--- config.mk ---
export PLATFORM = sky130hd
export DESIGN_NAME = instr_fetch_unit
export DESIGN_NICKNAME = d
export VERILOG_FILES = /design/src/rtl/ifu_pkg.sv /design/src/rtl/ifu_pc.sv /design/src/rtl/instr_fetch_unit.sv
export SDC_FILE = /design/constraint.sdc
export NUM_CORES = 1
export LEC_CHECK = 0
export ABC_AREA = 1
export ABC_CLOCK_PERIOD_IN_PS = 2250
export BUFFER_PORTS_ARGS = -buffer_cell sky130_fd_sc_hd__buf_2
export CAP_MARGIN = 20
export CORE_MARGIN = 4
export CORE_UTILIZATION = 50
export DETAILED_ROUTE_END_ITERATION = 10
export PLACE_DENSITY = 0.83
export RECOVER_POWER = 50
export SKIP_CTS_REPAIR_TIMING = 1
export SLEW_MARGIN = 30
export SYNTH_ARGS = -nofsm -noshare
export SYNTH_HDL_FRONTEND = slang
export SYNTH_SLANG_ARGS = --single-unit
--- constraint.sdc ---
create_clock -name clk -period 2.25 [get_ports clk]
set_clock_uncertainty 0.2 [all_clocks]
set_input_delay 0.3375 -clock clk [delete_from_list [all_inputs] [get_ports clk]]
set_output_delay 0.3375 -clock clk [all_outputs]
set_load 0.02 [all_outputs]
--- src/rtl/ifu_pkg.sv ---
// Shared types and defaults for the instruction fetch unit.
// HALT_DETECT_EN (optional macro) enables the HALTED state in instr_fetch_unit.
package ifu_pkg;

   localparam int unsigned IFU_ADDR_W = 8;
   localparam int unsigned IFU_DATA_W = 8;
   localparam logic [7:0]  IFU_HALT_OPCODE = 8'hFF;

   typedef enum logic [2:0] {
      IDLE   = 3'd0,
      REQ    = 3'd1,
      RESP   = 3'd2,
      HOLD   = 3'd3,
      HALTED = 3'd4
   } ifu_state_e;

endpackage

--- src/rtl/ifu_pc.sv ---
// Program counter for the fetch unit: async reset, jump load, wrapping increment.
module ifu_pc
   import ifu_pkg::*;
#(
   parameter int unsigned          ADDR_W   = IFU_ADDR_W,
   parameter logic [ADDR_W-1:0]    RESET_PC = {ADDR_W{1'b0}}
) (
   input  logic              clk,
   input  logic              rst_n,
   input  logic              load,
   input  logic [ADDR_W-1:0] load_addr,
   input  logic              inc,
   output logic [ADDR_W-1:0] pc
);

   logic [ADDR_W-1:0] pc_r;

   // PC update: load beats increment; the add wraps modulo 2^ADDR_W.
   always_ff @(posedge clk or negedge rst_n) begin
      if (!rst_n) begin
         pc_r <= RESET_PC;
      end else if (load) begin
         pc_r <= load_addr;
      end else if (inc) begin
         pc_r <= pc_r + {{(ADDR_W-1){1'b0}}, 1'b1};
      end else begin
         pc_r <= pc_r;
      end
   end

   assign pc = pc_r;

endmodule

--- src/rtl/instr_fetch_unit.sv ---
// Instruction fetch FSM: drives the 1-cycle instruction RAM and hands bytes to the decoder.
// Optional macro HALT_DETECT_EN: consuming HALT_OPCODE parks the unit in HALTED until a jump.
module instr_fetch_unit
   import ifu_pkg::*;
#(
   parameter int unsigned       ADDR_W      = IFU_ADDR_W,
   parameter int unsigned       DATA_W      = IFU_DATA_W,
   parameter logic [ADDR_W-1:0] RESET_PC    = {ADDR_W{1'b0}},
   parameter logic [DATA_W-1:0] HALT_OPCODE = DATA_W'(IFU_HALT_OPCODE)
) (
   input  logic              clk,
   input  logic              rst_n,
   input  logic              run,
   input  logic              jump_en,
   input  logic [ADDR_W-1:0] jump_addr,
   output logic [ADDR_W-1:0] iAddr,
   output logic              FETCH,
   input  logic [DATA_W-1:0] instr,
   output logic [DATA_W-1:0] instr_out,
   output logic              instr_valid,
   input  logic              instr_ready,
   output logic [ADDR_W-1:0] pc_out,
   output logic              halted
);

`ifdef HALT_DETECT_EN
   localparam logic HALT_EN = 1'b1;
`else
   localparam logic HALT_EN = 1'b0;
`endif

   ifu_state_e        state_r, state_next_s;
   logic [DATA_W-1:0] instr_out_r, instr_out_next_s;
   logic              valid_r, valid_next_s;
   logic              halted_r, halted_next_s;
   logic              fetch_r;
   logic              pc_load_s, pc_inc_s;
   logic [ADDR_W-1:0] pc_s;

   ifu_pc #(
      .ADDR_W   (ADDR_W),
      .RESET_PC (RESET_PC)
   ) u_pc (
      .clk       (clk),
      .rst_n     (rst_n),
      .load      (pc_load_s),
      .load_addr (jump_addr),
      .inc       (pc_inc_s),
      .pc        (pc_s)
   );

   // Next-state logic; a jump overrides everything, including a pending handshake.
   always_comb begin
      state_next_s     = state_r;
      instr_out_next_s = instr_out_r;
      valid_next_s     = valid_r;
      halted_next_s    = halted_r;
      pc_load_s        = 1'b0;
      pc_inc_s         = 1'b0;
      if (jump_en) begin
         pc_load_s     = 1'b1;
         valid_next_s  = 1'b0;
         halted_next_s = 1'b0;
         state_next_s  = run ? REQ : IDLE;
      end else begin
         case (state_r)
            IDLE: begin
               if (run) begin
                  state_next_s = REQ;
               end else begin
                  state_next_s = IDLE;
               end
            end
            REQ: begin
               state_next_s = RESP;
            end
            RESP: begin
               instr_out_next_s = instr;
               valid_next_s     = 1'b1;
               state_next_s     = HOLD;
            end
            HOLD: begin
               if (instr_ready) begin
                  valid_next_s = 1'b0;
                  if (HALT_EN && (instr_out_r == HALT_OPCODE)) begin
                     halted_next_s = 1'b1;
                     state_next_s  = HALTED;
                  end else begin
                     pc_inc_s     = 1'b1;
                     state_next_s = run ? REQ : IDLE;
                  end
               end else begin
                  state_next_s = HOLD;
               end
            end
            HALTED: begin
               state_next_s = HALTED;
            end
            default: begin
               valid_next_s = 1'b0;
               state_next_s = IDLE;
            end
         endcase
      end
   end

   // State, capture register and registered strobes.
   always_ff @(posedge clk or negedge rst_n) begin
      if (!rst_n) begin
         state_r     <= IDLE;
         instr_out_r <= {DATA_W{1'b0}};
         valid_r     <= 1'b0;
         halted_r    <= 1'b0;
         fetch_r     <= 1'b0;
      end else begin
         state_r     <= state_next_s;
         instr_out_r <= instr_out_next_s;
         valid_r     <= valid_next_s;
         halted_r    <= halted_next_s;
         fetch_r     <= (state_next_s == REQ);
      end
   end

   assign iAddr       = pc_s;
   assign pc_out      = pc_s;
   assign FETCH       = fetch_r;
   assign instr_out   = instr_out_r;
   assign instr_valid = valid_r;
   assign halted      = halted_r;

endmodule

==> results.ini <==
[outcome]
status=finished clean

[detailed_routing]
drcViolationCount=0
drt_iter0_markers=33
routed_wl_um=2670
ant_nets=0
via_per_inst=4.97
routedWlPerCell_um=11.9
vias=1113
drt_pass1_iterations=4

[clock_network]
cts_tree=built
cts_buffer_depth=2
cts_buffers=3
htreeDepth=1
clockRootBuffer=clkbuf_4
clk_pin_slew_ns=0.12
clk_latency_ns=0.31
cts_sinks=21

[synth]
ys.flop_type=dfrtp_1
synth_simple_gate_area_frac=0.360
synth_xor_xnor_area_share=0.0151
synth-compound-area-share=0.0442
yosysMostFrequentCell=nand2_1
synth_fa_ha_area_frac=0.0108
yosys_warnings=0
yosys.cell_types.count=22
ys_seq_area_frac=0.453
synth_top_area_cell=dfrtp_1
synthTopCellsByCount=61 x nand2_1, 21 x dfrtp_1, 19 x nand3_1
async_flop_share=1.00
post-synth-top-area-fraction=0.453
syn_area_per_cell_um2=7.40
synthTopCellsByArea=dfrtp_1 45%, nand2_1 20%, nand3_1 8.2%
synth_top_family_by_area=simple AND/OR/NAND/NOR gates
synth-seq-cells=21
synth_edf_count=0
syn_nets=179
mappedNetlistArea_um2=1160
synthMuxAreaShare=0
synth_cells=157

[global_routing]
grt_overflow=0
grtUsageTotal=0.180
grt_max_degree=22
grt_pass1_wl_um=4610
grt_pass1_vias=1081
antenna_found_initial=0

[worst_setup_path]
crit_chain=nand2_1 > nor2_1 > o21ai_2 > inv_1 > nand2_1 > o21ai_0
critPathCaptureType=register
critPathBufInv=1
worstPathRequired_ns=2.25
cp-start-kind=register
max_stage_delay_ns=0.47
crit_path_max_fanout=13
arrival_ns=1.68
path_class=register to register
cp_top_family=compound AO/OA/AOI/OAI gates
crit_top_cell=nand2_1
critPathSlowestCell=o21ai_2

[sta]
rsz0062_at_grt=no
tightest_slew_ns=1.16
setup_viol=0
hold_viol=0
hold_slack_ns=0.0532
slew_headroom=0.230
final.setup.tns_ns=0
fmax_mhz=598
post-route-period-util=0.744
drv_slew=0
min_period_ns=1.67

[die]
die_h_um=56.2
num_rows=17
die_area_um2=3160
initial_core_util=0.525
fp.dieW_um=56.2
ios=48
core_area_um2=2210

[pwr]
power_density_nw_per_um2=828
p_leak_nw=0.751
ir_drop_uv=599

[run]
cap_viol_max_count=0

[hold_path]
hold_path_class=input port to register

[place]
io_buffers=46
place.gp.congestion=0.829
dpl_cell_area_um2=1340
place_hpwl_um=2020

[layout]
nNetsFinal=219
n_fill_cell=228
final_area_um2=1360
area_delta_synth_final_pct=17.3
n_antenna_cell=0
drive_above_1_share=0.245

[layout by cell type (no fill, tap or decap), drive strengths merged]
cell / instances
clkinv: 1
dfrtp: 21
conb: 1
o21ai: 5
nand2: 62
dlygate4sd3: 1
nor3: 1
a21oi: 3
nor2: 17
or2: 1
ha: 1
clkbuf: 14
buf: 36
nand3: 19
xor2: 2
o211ai: 1
inv: 10
[cell type report]
cell class | instances | area (um^2) | area share
clock inverter | 1 | 5.00 | 0.00367
timing repair buffer | 48 | 234 | 0.172
sequential | 21 | 526 | 0.386
tap | 28 | 35.0 | 0.0257
inverter | 10 | 37.5 | 0.0275
multi-input combinational | 113 | 503 | 0.369
clock buffer | 3 | 22.5 | 0.0165
[power by group]
part / switching (mW) / internal [mW]
sequential: 0.0713 / 0.457
combinational: 0.285 / 0.130
clock: 0.119 / 0.0664
total: 0.475 / 0.653
[per-layer routing]
metal  global-route usage  up-vias  share of wire
met2                0.321       26           0.51
met1                0.207      524           0.43
met4               0.0780        0          0.015
li1                     -      559              -
met3               0.0348        4          0.046
met5                    0        -              0
[registers in the layout (all words and copies together) (netlist names)]
name	flops
instr_out	8
instr_valid	1
FETCH	1
u_pc.pc	8
state_r	3
[final timing paths]
check | from | end | slack (ns) | cells past startpoint
min | instr[5] | instr_out[5]$_DFFE_PN0P_ | 0.05 | 3
max reg2reg | state_r[1]$_DFF_PN0_ | u_pc.pc[0]$_DFFE_PN0P_ | 0.58 | 6
min reg2reg | instr_out[1]$_DFFE_PN0P_ | instr_out[1]$_DFFE_PN0P_ | 0.29 | 2
max in group asynchronous | rst_n | FETCH$_DFF_PN0_ | 0.60 | 2
min in group asynchronous | rst_n | u_pc.pc[3]$_DFFE_PN0P_ | 0.56 | 2
max | state_r[1]$_DFF_PN0_ | u_pc.pc[0]$_DFFE_PN0P_ | 0.58 | 6
[worst reg2reg max path, cell delays in order (launching register included)]
cell and delay, ns:
dfrtp_1 0.40, nand2_1 0.09, nor2_1 0.07, o21ai_2 0.47
inv_1 0.18, nand2_1 0.09, o21ai_0 0.07
[cell families after synthesis]
| logic type | after synthesis |
|---|---|
| xor+xnor | 2 |
| compound gates | 9 |
| buf+inv | 23 |
| fa+ha+maj | 1 |
| other cells | 1 |
| flops | 21 |
| simple gates | 100 |
[stage by stage]
stage	setup slack, ns	util	cells	total power, mW
after detailed placement	0.519	0.605	219	0.966
after global routing	0.365	0.616	224	1.20
after floorplan	0.700	-	157	0.837
after CTS	0.586	0.618	223	1.15
final	0.577	0.616	224	1.13
after global placement	0.616	0.605	219	0.952
Power figures use the tool's default switching activity.
